--- src/rtl/osd_cmd_sequencer.sv ---
// OSD overlay command sequencer: frames io_osd, paces io_strobe, serialises words.
// Optional auto-hide after idle time: define OSD_SEQ_AUTOHIDE_EN.
module osd_cmd_sequencer #(
    parameter int          STROBE_GAP   = 2,
    parameter int          END_GAP      = 2,
    parameter logic [23:0] HIDE_TIMEOUT = 24'd10_000_000
) (
    input  logic        clk_sys,
    input  logic        reset,
    input  logic        cmd_valid,
    output logic        cmd_ready,
    input  logic [1:0]  cmd_op,
    input  logic [4:0]  cmd_line,
    input  logic [12:0] cmd_len,
    input  logic [11:0] info_x,
    input  logic [11:0] info_y,
    input  logic [5:0]  info_w,
    input  logic [5:0]  info_h,
    input  logic [1:0]  info_rot,
    input  logic [7:0]  wr_data,
    input  logic        wr_valid,
    output logic        wr_ready,
    output logic        io_osd,
    output logic        io_strobe,
    output logic [15:0] io_din,
    output logic        busy,
    output logic        done
);

    typedef enum logic [2:0] {IDLE, SETUP, STRB_HI, STRB_LO, DATA_WAIT, TAIL} state_t;

    localparam logic [3:0] SGAP = 4'(STROBE_GAP - 1);
    localparam logic [3:0] EGAP = 4'(END_GAP - 1);

    state_t      state;
    logic [1:0]  op;
    logic [4:0]  line;
    logic [11:0] x, y;
    logic [5:0]  w, h;
    logic [1:0]  rot;
    logic [12:0] bytes_left;
    logic [2:0]  word_idx;
    logic [3:0]  gap_cnt;
    logic        hide_fire, hide_soon, accept;

    assign accept = (state == IDLE) && cmd_valid && cmd_ready && !hide_fire;

    function automatic logic [15:0] word_at(input logic [2:0] i);
        logic [15:0] v;
        v = 16'h0040;
        case (op)
            2'd0: v = 16'h0040;
            2'd1: v = 16'h0041;
            2'd2: begin
                case (i)
                    3'd0:    v = 16'h0045;
                    3'd1:    v = {4'h0, x};
                    3'd2:    v = {4'h0, y};
                    3'd3:    v = {10'h0, w};
                    3'd4:    v = {10'h0, h};
                    default: v = {14'h0, rot};
                endcase
            end
            default: v = {10'h0, 1'b1, line};
        endcase
        return v;
    endfunction

    always_ff @(posedge clk_sys or posedge reset) begin
        if (reset) begin
            state      <= IDLE;
            cmd_ready  <= 1'b0;
            wr_ready   <= 1'b0;
            io_osd     <= 1'b0;
            io_strobe  <= 1'b0;
            io_din     <= 16'h0;
            busy       <= 1'b0;
            done       <= 1'b0;
            op         <= 2'd0;
            line       <= 5'd0;
            x          <= 12'd0;
            y          <= 12'd0;
            w          <= 6'd0;
            h          <= 6'd0;
            rot        <= 2'd0;
            bytes_left <= 13'd0;
            word_idx   <= 3'd0;
            gap_cnt    <= 4'd0;
        end else begin
            done <= 1'b0;
            case (state)
                IDLE: begin
                    if (hide_fire || accept) begin
                        state     <= SETUP;
                        io_osd    <= 1'b1;
                        busy      <= 1'b1;
                        cmd_ready <= 1'b0;
                        if (hide_fire) begin
                            op <= 2'd0;
                        end else begin
                            op         <= cmd_op;
                            line       <= cmd_line;
                            bytes_left <= cmd_len;
                            x          <= info_x;
                            y          <= info_y;
                            w          <= info_w;
                            h          <= info_h;
                            rot        <= info_rot;
                        end
                    end else begin
                        cmd_ready <= !hide_soon;
                    end
                end
                SETUP: begin
                    state     <= STRB_HI;
                    io_strobe <= 1'b1;
                    io_din    <= word_at(3'd0);
                    word_idx  <= 3'd0;
                end
                STRB_HI: begin
                    state     <= STRB_LO;
                    io_strobe <= 1'b0;
                    gap_cnt   <= SGAP;
                end
                STRB_LO: begin
                    if (gap_cnt != 4'd0) begin
                        gap_cnt <= gap_cnt - 4'd1;
                    end else if (op == 2'd2 && word_idx != 3'd5) begin
                        state     <= STRB_HI;
                        io_strobe <= 1'b1;
                        io_din    <= word_at(word_idx + 3'd1);
                        word_idx  <= word_idx + 3'd1;
                    end else if (op == 2'd3 && bytes_left != 13'd0) begin
                        state    <= DATA_WAIT;
                        wr_ready <= 1'b1;
                    end else begin
                        state   <= TAIL;
                        io_osd  <= 1'b0;
                        done    <= 1'b1;
                        gap_cnt <= EGAP;
                    end
                end
                DATA_WAIT: begin
                    if (wr_valid) begin
                        state      <= STRB_HI;
                        wr_ready   <= 1'b0;
                        io_strobe  <= 1'b1;
                        io_din     <= {8'h00, wr_data};
                        bytes_left <= bytes_left - 13'd1;
                    end
                end
                TAIL: begin
                    if (gap_cnt != 4'd0) begin
                        gap_cnt <= gap_cnt - 4'd1;
                    end else begin
                        state     <= IDLE;
                        busy      <= 1'b0;
                        cmd_ready <= 1'b1;
                    end
                end
                default: state <= IDLE;
            endcase
        end
    end

`ifdef OSD_SEQ_AUTOHIDE_EN
    logic        armed;
    logic [23:0] idle_cnt;

    // cmd_ready drops one cycle early so a host never sees it high while auto-hide fires
    assign hide_fire = (state == IDLE) && armed && (idle_cnt == HIDE_TIMEOUT);
    assign hide_soon = (state == IDLE) && armed && (idle_cnt == HIDE_TIMEOUT - 24'd1);

    always_ff @(posedge clk_sys or posedge reset) begin
        if (reset) begin
            armed    <= 1'b0;
            idle_cnt <= 24'd0;
        end else begin
            if (done) begin
                if (op == 2'd0)
                    armed <= 1'b0;
                else if (op != 2'd3)
                    armed <= 1'b1;
            end
            if (accept || hide_fire)
                idle_cnt <= 24'd0;
            else if (state == IDLE && armed && idle_cnt != HIDE_TIMEOUT)
                idle_cnt <= idle_cnt + 24'd1;
        end
    end
`else
    logic [23:0] unused_timeout;
    assign unused_timeout = HIDE_TIMEOUT;
    assign hide_fire = 1'b0;
    assign hide_soon = 1'b0;
`endif

endmodule

--- config.mk ---
export PLATFORM = sky130hd
export DESIGN_NAME = osd_cmd_sequencer
export DESIGN_NICKNAME = d
export VERILOG_FILES = /design/src/rtl/osd_cmd_sequencer.sv
export SDC_FILE = /design/constraint.sdc
export NUM_CORES = 1
export LEC_CHECK = 0
export BUFFER_PORTS_ARGS = -buffer_cell sky130_fd_sc_hd__buf_4
export CAP_MARGIN = 10
export CORE_UTILIZATION = 49
export CTS_CLUSTER_SIZE = 20
export DETAILED_ROUTE_END_ITERATION = 8
export HOLD_SLACK_MARGIN = 0.08
export PLACE_DENSITY = 0.73
export SKIP_LAST_GASP = 1
export SLEW_MARGIN = 20
export SYNTH_ARGS = -nofsm -noshare
export SYNTH_HDL_FRONTEND = slang
export SYNTH_SLANG_ARGS = --single-unit
--- constraint.sdc ---
create_clock -name clk_sys -period 6.05 [get_ports clk_sys]
set_input_delay 0 -clock clk_sys [delete_from_list [all_inputs] [get_ports clk_sys]]
set_output_delay 0 -clock clk_sys [all_outputs]
set_load 0.02 [all_outputs]
==> results of run 1 <==
cell families after synthesis:
kind of cell | share of synthesized area
xor+xnor | 0.00198
mux | 0.122
buf+inv | 0.0436
compound gates | 0.196
flops | 0.487
fa+ha+maj | 0.0311
simple gates | 0.119
other cells | 0.000848
sequential cells by signal, indices dropped and copies added (netlist names), 2 cells and up:
name        flops
line            5
rot             2
y              12
word_idx        3
op              2
w               6
h               6
x              12
gap_cnt         4
state           3
bytes_left     13
io_din         12
routing by layer:
layer | global-route usage | vias up | routed length (microns)
li1 | - | 1838 | -
met1 | 0.338 | 1913 | 5070
met2 | 0.432 | 130 | 5710
met3 | 0.0376 | 22 | 634
met4 | 0.102 | 0 | 255
met5 | 0 | - | 0
layout make-up:
type                       count  share of cell area
inverter                      17              0.0109
clock buffer                  11              0.0219
multi-input combinational    297               0.349
sequential                    86               0.359
tap                          108              0.0225
timing repair buffer         156               0.224
clock inverter                 4              0.0121
per-stage QoR:
step,std cells,total power [W]
5_1_grt,679,0.00282
4_1_cts,679,0.00263
3_3_place_gp,597,0.00212
6_report,679,0.00264
2_1_floorplan,429,0.00182
3_5_place_dp,597,0.00216
worst max path at each step:
stage,start,to,cells after the start
floorplan,bytes_left[6],gap_cnt[1],6
global placement,word_idx[1],io_din[7],7
detailed placement,word_idx[1],io_din[11],7
CTS,word_idx[1],io_din[11],7
global route,word_idx[1],io_din[9],7
finish,word_idx[1],io_din[10],7
Yosys cell counts (3+ instances only):
cell type / number / area share
inv_1: 17 / 0.014
a22oi_1: 10 / 0.017
clkbuf_1: 19 / 0.016
mux2_2: 46 / 0.12
nor2b_1: 4 / 0.0057
buf_2: 4 / 0.0045
a21oi_1: 31 / 0.035
nor4_1: 4 / 0.0057
o21ai_0: 43 / 0.049
dfrtp_1: 86 / 0.49
o31ai_1: 4 / 0.0068
and3_1: 6 / 0.0085
ha_1: 11 / 0.031
o21a_1: 3 / 0.0051
nor2_1: 23 / 0.020
a31oi_1: 6 / 0.0085
nor3_1: 9 / 0.010
a221oi_1: 4 / 0.0079
o211ai_1: 3 / 0.0051
and2_1: 3 / 0.0042
or3_1: 4 / 0.0057
nand2_1: 28 / 0.024
a222oi_1: 4 / 0.0091
o22ai_1: 3 / 0.0042
nand3_1: 4 / 0.0045
buf_4: 4 / 0.0068
worst register-to-register path, cell delays in order (launching register included):
cell	delay, ps
dfrtp_1	440
inv_1	110
ha_1	510
a21boi_1	340
a31oi_1	410
nand2_1	370
nand3b_1	270
o21ai_0	110
timing repair:
action	4_1_cts	5_1_grt
hold buffers	67	0
endpoints found under the hold margin	155	0
buffers inserted	0	0
where the power goes:
group	internal [W]	leakage, nW	switching (W)
Clock	0.000230	0.0994	0.000202
Combinational	0.000536	1.49	0.000604
Sequential	0.000839	1.05	0.000228
==> reports/results.tsv, run 1 <==
stage	metric	value	unit
critical_path	max_stage_delay	510	ps
clock_network	cts_root_buf	clkbuf_8	
synth	synthCells	426	
cells_and_area	multi_input_area	2090	sq um
floorplan	rows	34	
critical_path	cp.buffers_inverters	1	
critical_path	critPathLaunchType	flop	
cells_and_area	fin_area	5990	sq um
hold_path	worstHoldEndpoint	bytes_left[12]	
route	final_antenna_net_count	0	
clock_network	cts_made_buffers	9	
clock_network	cts.sinks	86	
timing	whs	86.9	ps
critical_path	r2r_cells	7	
critical_path	r2r_end	io_din[10]	
floorplan	ios	92	
synth	yosysUniqueCellTypes	59	
cells_and_area	fill_cells	653	
route	drc	0	
timing	tightest_slew	787	ps
cells_and_area	register_area	2150	sq um
timing	grt_setup_unrepaired	no	
floorplan	die_h	97.0	microns
placement	gp_congestion	0.844	
cells_and_area	diodes	0	
synth	ys_warn_count	0	
critical_path	r2r_slack	3360	ps
timing	hold_viol	0	
synth	synth_ff_type	dfrtp_1	
synth	avgSynthCellArea	10.4	sq um
hold_path	hold_depth	4	
timing	final-setup-viol-count	0	
critical_path	reg2reg_from	word_idx[1]	
timing	max_slew_margin	0.476	
clock_network	post_cts_resized	0	
timing	slew_violations	0	
grt	grt_pass1_wl	19.5	mm
critical_path	crit_chain	inv_1 > ha_1 > a21boi_1 > a31oi_1 > nand2_1 > nand3b_1 > o21ai_0	
route	via_per_inst	5.75	
synth	synth-edff-count	0	
cells_and_area	syn2layout_area_growth	35.5	%
critical_path	critPathTopFamily	compound AO/OA/AOI/OAI gates	
critical_path	path_max_fanout	14	
route	drtPass1Iterations	5	
route	wl	11.7	mm
timing	fin_skew	11.3	ps
power	p_leak	2.64	nW
hold_path	hp-start	cmd_len[12]	
grt	grt_usage	0.258	
cells_and_area	final_cell_mix	88 x buf_4, 86 x dfrtp_1, 67 x dlygate4sd3_1	
route	wl_per_cell	17.2	microns
placement	place_hpwl	7.45	mm
timing	finalSetupTns	0	ps
grt	grt_overflow	0	
clock_network	htree_levels	3	
synth	ys_seq_area_frac	0.487	
synth	yosys_register_bits	86	
power	power_density	440	nW/um^2
critical_path	cp_slowest_cell	ha_1	
grt	antenna_found_initial	0	
placement	post_dp_cell_area	5110	sq um
status	run_status	finished clean	
hold_path	hold_path_class	input pin to flop	
floorplan	start_util	0.507	
clock_network	clk_pin_slew_worst_paths	90	ps
floorplan	die_area	9410	sq um
critical_path	cp.required	6280	ps
placement	place_ws	3430	ps
clock_network	insertion_delay	360	ps
route	vias	3903	
synth	netlist_area	4420	sq um
timing	layout_setup_ws	3360	ps
critical_path	worstSetupPathType	flop to flop	
clock_network	ctsLongestPathBuffers	2	
grt	grt_max_degree	87	
timing	period_share	0.444	
floorplan	design.core.area	8720	sq um
timing	min_period	2690	ps
critical_path	arrival	2920	ps
cells_and_area	finalNetCount	648	
job	drv_cap	0	
power	peakVddDrop	0.000226	V
cells_and_area	drive_gt1_frac	0.280	
route	first_iter_violations	308	
synth	synthArstFlopShare	1.00	
cells_and_area	final_common_cell	buf_4	
grt	grt_pass1_vias	3942	
timing	max_freq	372	MHz
critical_path	cp-end-kind	flop	
clock_network	cts_tree	yes	
floorplan	fp.dieW	97.0	microns
placement	portBuffers	87	
cells_and_area	post-route-util	0.687	
(Power assumes the default switching activity.)
==> inputs of run 2 (changes only) <==
--- a/config.mk
+++ b/config.mk
@@ -5,13 +5,14 @@
 export SDC_FILE = /design/constraint.sdc
 export NUM_CORES = 1
 export LEC_CHECK = 0
+export ABC_AREA = 1
 export BUFFER_PORTS_ARGS = -buffer_cell sky130_fd_sc_hd__buf_4
 export CAP_MARGIN = 10
 export CORE_UTILIZATION = 49
 export CTS_CLUSTER_SIZE = 20
 export DETAILED_ROUTE_END_ITERATION = 8
 export HOLD_SLACK_MARGIN = 0.08
-export PLACE_DENSITY = 0.73
+export PLACE_DENSITY = 0.75
 export SKIP_LAST_GASP = 1
 export SLEW_MARGIN = 20
 export SYNTH_ARGS = -nofsm -noshare
==> constraint.sdc (replaced) <==
create_clock -name clk_sys -period 2.3 [get_ports clk_sys]
set_input_delay 0 -clock clk_sys [delete_from_list [all_inputs] [get_ports clk_sys]]
set_output_delay 0 -clock clk_sys [all_outputs]
set_load 0.02 [all_outputs]
==> run 2 against run 1 <==
Total power increased to 2.7 times the previous value. Cell area grew 2.8%. Clock power rose to 2.7 times the previous value. Global-route usage up 1.2 points. Critical path depth grew 3. Largest power group unchanged. Highest routed layer unchanged.
==> reports/results.tsv, run 2 <==
stage	metric	value	unit	change
grt	antenna_found_initial	0		unchanged
floorplan	design.core.area	8890	sq um	was 8720 sq um
cells_and_area	final_cells	860		was 679
route	wl_per_cell	14.5	microns	was 17.2 microns
route	drc	0		unchanged
power	power_density	1170	nW/um^2	was 440 nW/um^2
power	power.internal	0.00397	W	was 0.00160 W
power	p_leak	3.14	nW	was 2.64 nW
critical_path	crit_chain	ha_1 > inv_1 > nand2_1 > nand2_1 > nand2_1 > inv_1 > nand2_1 > nand4_1 > nand3_1 > a21oi_1		was inv_1 > ha_1 > a21boi_1 > a31oi_1 > nand2_1 > nand3b_1 > o21ai_0
hold_path	hold_path_class	input pin to flop		unchanged
cells_and_area	finalNetCount	828		was 648
power	switchingPower	0.00320	W	was 0.00103 W
grt	grt_max_degree	60		was 87
power	clkPwrFrac	0.160		was 0.164
synth	synthTopCellsByArea	dfrtp_1 47%, nand2_1 17%, o21ai_0 5.6%, inv_1 5.1%, nand3_1 3.1%		was dfrtp_1 49%, mux2_2 12%, o21ai_0 4.9%, a21oi_1 3.5%, ha_1 3.1%
power	power_frac_seq	0.366		was 0.404
floorplan	die_h	98.7	microns	was 97.0 microns
synth	synth_fa_ha_area_frac	0.0301		was 0.0311
cells_and_area	diodes	0		unchanged
clock_network	insertion_delay	360	ps	about the same
critical_path	path_max_fanout	11		was 14
cells_and_area	largest_register_ffs	13		unchanged
clock_network	cts_root_buf	clkbuf_8		unchanged
synth	synth_compound_area_frac	0.126		was 0.196
placement	place_hpwl	8.36	mm	was 7.45 mm
synth	synth_top_family_by_area	simple AND/OR/NAND/NOR gates		was compound AO/OA/AOI/OAI gates
timing	finalSetupTns	0	ps	unchanged
timing	slew_violations	0		unchanged
clock_network	cts.sinks	86		unchanged
cells_and_area	multi_input_area	2030	sq um	was 2090 sq um
synth	synth_ff_type	dfrtp_1		unchanged
synth	yosys.area.top_type	dfrtp_1		unchanged
power	pwr-share-comb	0.474		was 0.432
grt	grtUsageMet3	0.0418		was 0.0376
timing	tightest_slew	566	ps	was 787 ps
cells_and_area	fill_cells	686		was 653
critical_path	cp-end-kind	flop		unchanged
grt	met2_usage	0.461		was 0.432
placement	gp_congestion	0.964		was 0.844
synth	synth_xor_area_frac	0.00574		was 0.00198
critical_path	cp_slowest_cell	dfrtp_1		was ha_1
job	drv_cap	0		unchanged
critical_path	max_stage_delay	420	ps	was 510 ps
route	drtPass1Iterations	5		unchanged
status	run_status	finished clean		unchanged
route	final_antenna_net_count	0		unchanged
floorplan	die_area	9740	sq um	was 9410 sq um
cells_and_area	final_common_cell	nand2_1		was buf_4
clock_network	ctsLongestPathBuffers	2		unchanged
grt	grt_pass1_vias	4524		was 3942
timing	max_freq	487	MHz	was 372 MHz
route	vias	4507		was 3903
critical_path	cp.required	2590	ps	was 6280 ps
critical_path	cpMostUsedCell	nand2_1		
floorplan	fp.dieW	98.7	microns	was 97.0 microns
timing	hold_viol	0		unchanged
placement	dp_cells	778		was 597
cells_and_area	register_area	2150	sq um	unchanged
synth	avgSynthCellArea	7.66	sq um	was 10.4 sq um
cells_and_area	final_cell_mix	213 x nand2_1, 92 x buf_4, 86 x dfrtp_1		was 88 x buf_4, 86 x dfrtp_1, 67 x dlygate4sd3_1
clock_network	cts_setup_buffers	0		unchanged
clock_network	htree_levels	3		unchanged
grt	met1_usage	0.342		was 0.338
clock_network	clk_pin_slew_worst_paths	100	ps	was 90 ps
critical_path	arrival	2340	ps	was 2920 ps
timing	final-setup-viol-count	0		unchanged
cells_and_area	top_register	bytes_left		unchanged
power	switching_share	0.446		was 0.392
synth	synthArstFlopShare	1.00		unchanged
route	wl	12.5	mm	was 11.7 mm
floorplan	start_util	0.515		was 0.507
route	first_iter_violations	308		unchanged
critical_path	critPathLaunchType	flop		unchanged
grt	grt_pass1_wl	20.7	mm	was 19.5 mm
synth	post-synth-top-count-cell	nand2_1		was dfrtp_1
synth	netlist_area	4580	sq um	was 4420 sq um
synth	yosysUniqueCellTypes	39		was 59
grt	grt_usage	0.270		was 0.258
synth	synth.mux.area_fraction	0		was 0.122
timing	min_period	2050	ps	was 2690 ps
clock_network	cts_made_buffers	9		unchanged
synth	synth_simple_gate_area_frac	0.276		was 0.119
cells_and_area	syn2layout_area_growth	34.5	%	was 35.5%
cells_and_area	drive_gt1_frac	0.180		was 0.280
placement	portBuffers	87		unchanged
route	via_per_inst	5.24		was 5.75
synth	ys_seq_area_frac	0.470		was 0.487
critical_path	worstSetupPathType	flop to flop		unchanged
synth	ys_warn_count	0		unchanged
timing	period_share	0.892		was 0.444
clock_network	cts_tree	yes		unchanged
floorplan	rows	34		unchanged
grt	grt.busiest_layer	met2		unchanged
timing	grt_setup_unrepaired	no		unchanged
power	peakVddDrop	0.000472	V	was 0.000226 V
timing	max_slew_margin	0.622		was 0.476
floorplan	ios	92		unchanged
synth	synth-edff-count	0		unchanged
synth	synthCells	598		was 426
synth	yosysTopAreaCellShare	0.470		was 0.487
synth	yosys_register_bits	86		unchanged
synth	netlist_top_cells_count	213 x nand2_1, 86 x dfrtp_1, 62 x inv_1, 51 x o21ai_0, 34 x nor2_1		was 86 x dfrtp_1, 46 x mux2_2, 43 x o21ai_0, 31 x a21oi_1, 28 x nand2_1
grt	grt_overflow	0		unchanged
timing	fin_skew	14.3	ps	was 11.3 ps
==> run 2: cell families (layout without fill, tap and decap cells) <==
family,count (synthesis),count (layout)
AO/OA/AOI/OAI,102,102
buffers and inverters,94,245
XOR/XNOR,3,3
flip-flops,86,86
other,1,4
adder cells (fa/ha/maj),11,11
AND/OR/NAND/NOR,301,301
==> run 2: path summary, 6_finish.rpt <==
path                        startpoint             to  slack, ps  cells after the start
max in group asynchronous        reset           x[0]       1300                      4
setup / recovery           word_idx[0]      io_din[3]        250                     10
hold reg to reg                line[4]        line[4]        490                      2
setup reg to reg           word_idx[0]      io_din[3]        250                     10
hold / removal              wr_data[0]      io_din[0]        130                      5
min in group asynchronous        reset  bytes_left[9]        220                      3
==> run 2: critical path, delay by kind of cell (launching register included) <==
family	cells	cell delay, ps
simple gates	6	900
fa+ha+maj	1	250
compound gates	1	160
buf+inv	2	240
flops	1	420
==> run 2: per-stage QoR <==
stage / utilization / hold WS (ps) / power, W / setup slack, ps / instance area, sq um
2_1_floorplan: - / 117 / 0.00500 / 78.2 / 4590
3_3_place_gp: 0.595 / 72.6 / 0.00577 / 410 / 5290
5_1_grt: 0.693 / 159 / 0.00773 / 52.4 / 6160
3_5_place_dp: 0.595 / 83.5 / 0.00590 / 327 / 5290
4_1_cts: 0.693 / 123 / 0.00714 / 302 / 6160
6_report: 0.693 / 128 / 0.00718 / 248 / 6160
==> run 2: timing repair <==
item	4_1_cts	5_1_grt
hold endpoints to repair	96	0
hold buffers	66	0
resized for setup	0	0
==> run 2: power groups by stage <==
stage	combinational, W	sequential (W)	clock (W)
after detailed placement	0.00325	0.00265	0
after global placement	0.00314	0.00263	0
after floorplan	0.00235	0.00265	0
final	0.00340	0.00263	0.00115
after CTS	0.00336	0.00262	0.00116
after global routing	0.00382	0.00270	0.00121
==> run 2: layer usage <==
layer	wire length, microns	share of wire	up-vias
li1	-	-	2195
met4	327	0.026	0
met2	6060	0.49	168
met5	0	0	-
met1	5490	0.44	2111
met3	588	0.047	33
==> run 2: cell type report <==
type / instances / share of cell area
clock buffer: 10 / 0.0223
clock inverter: 6 / 0.0118
inverter: 70 / 0.0429
multi-input combinational: 421 / 0.329
sequential: 86 / 0.349
tap: 108 / 0.0219
timing repair buffer: 159 / 0.223
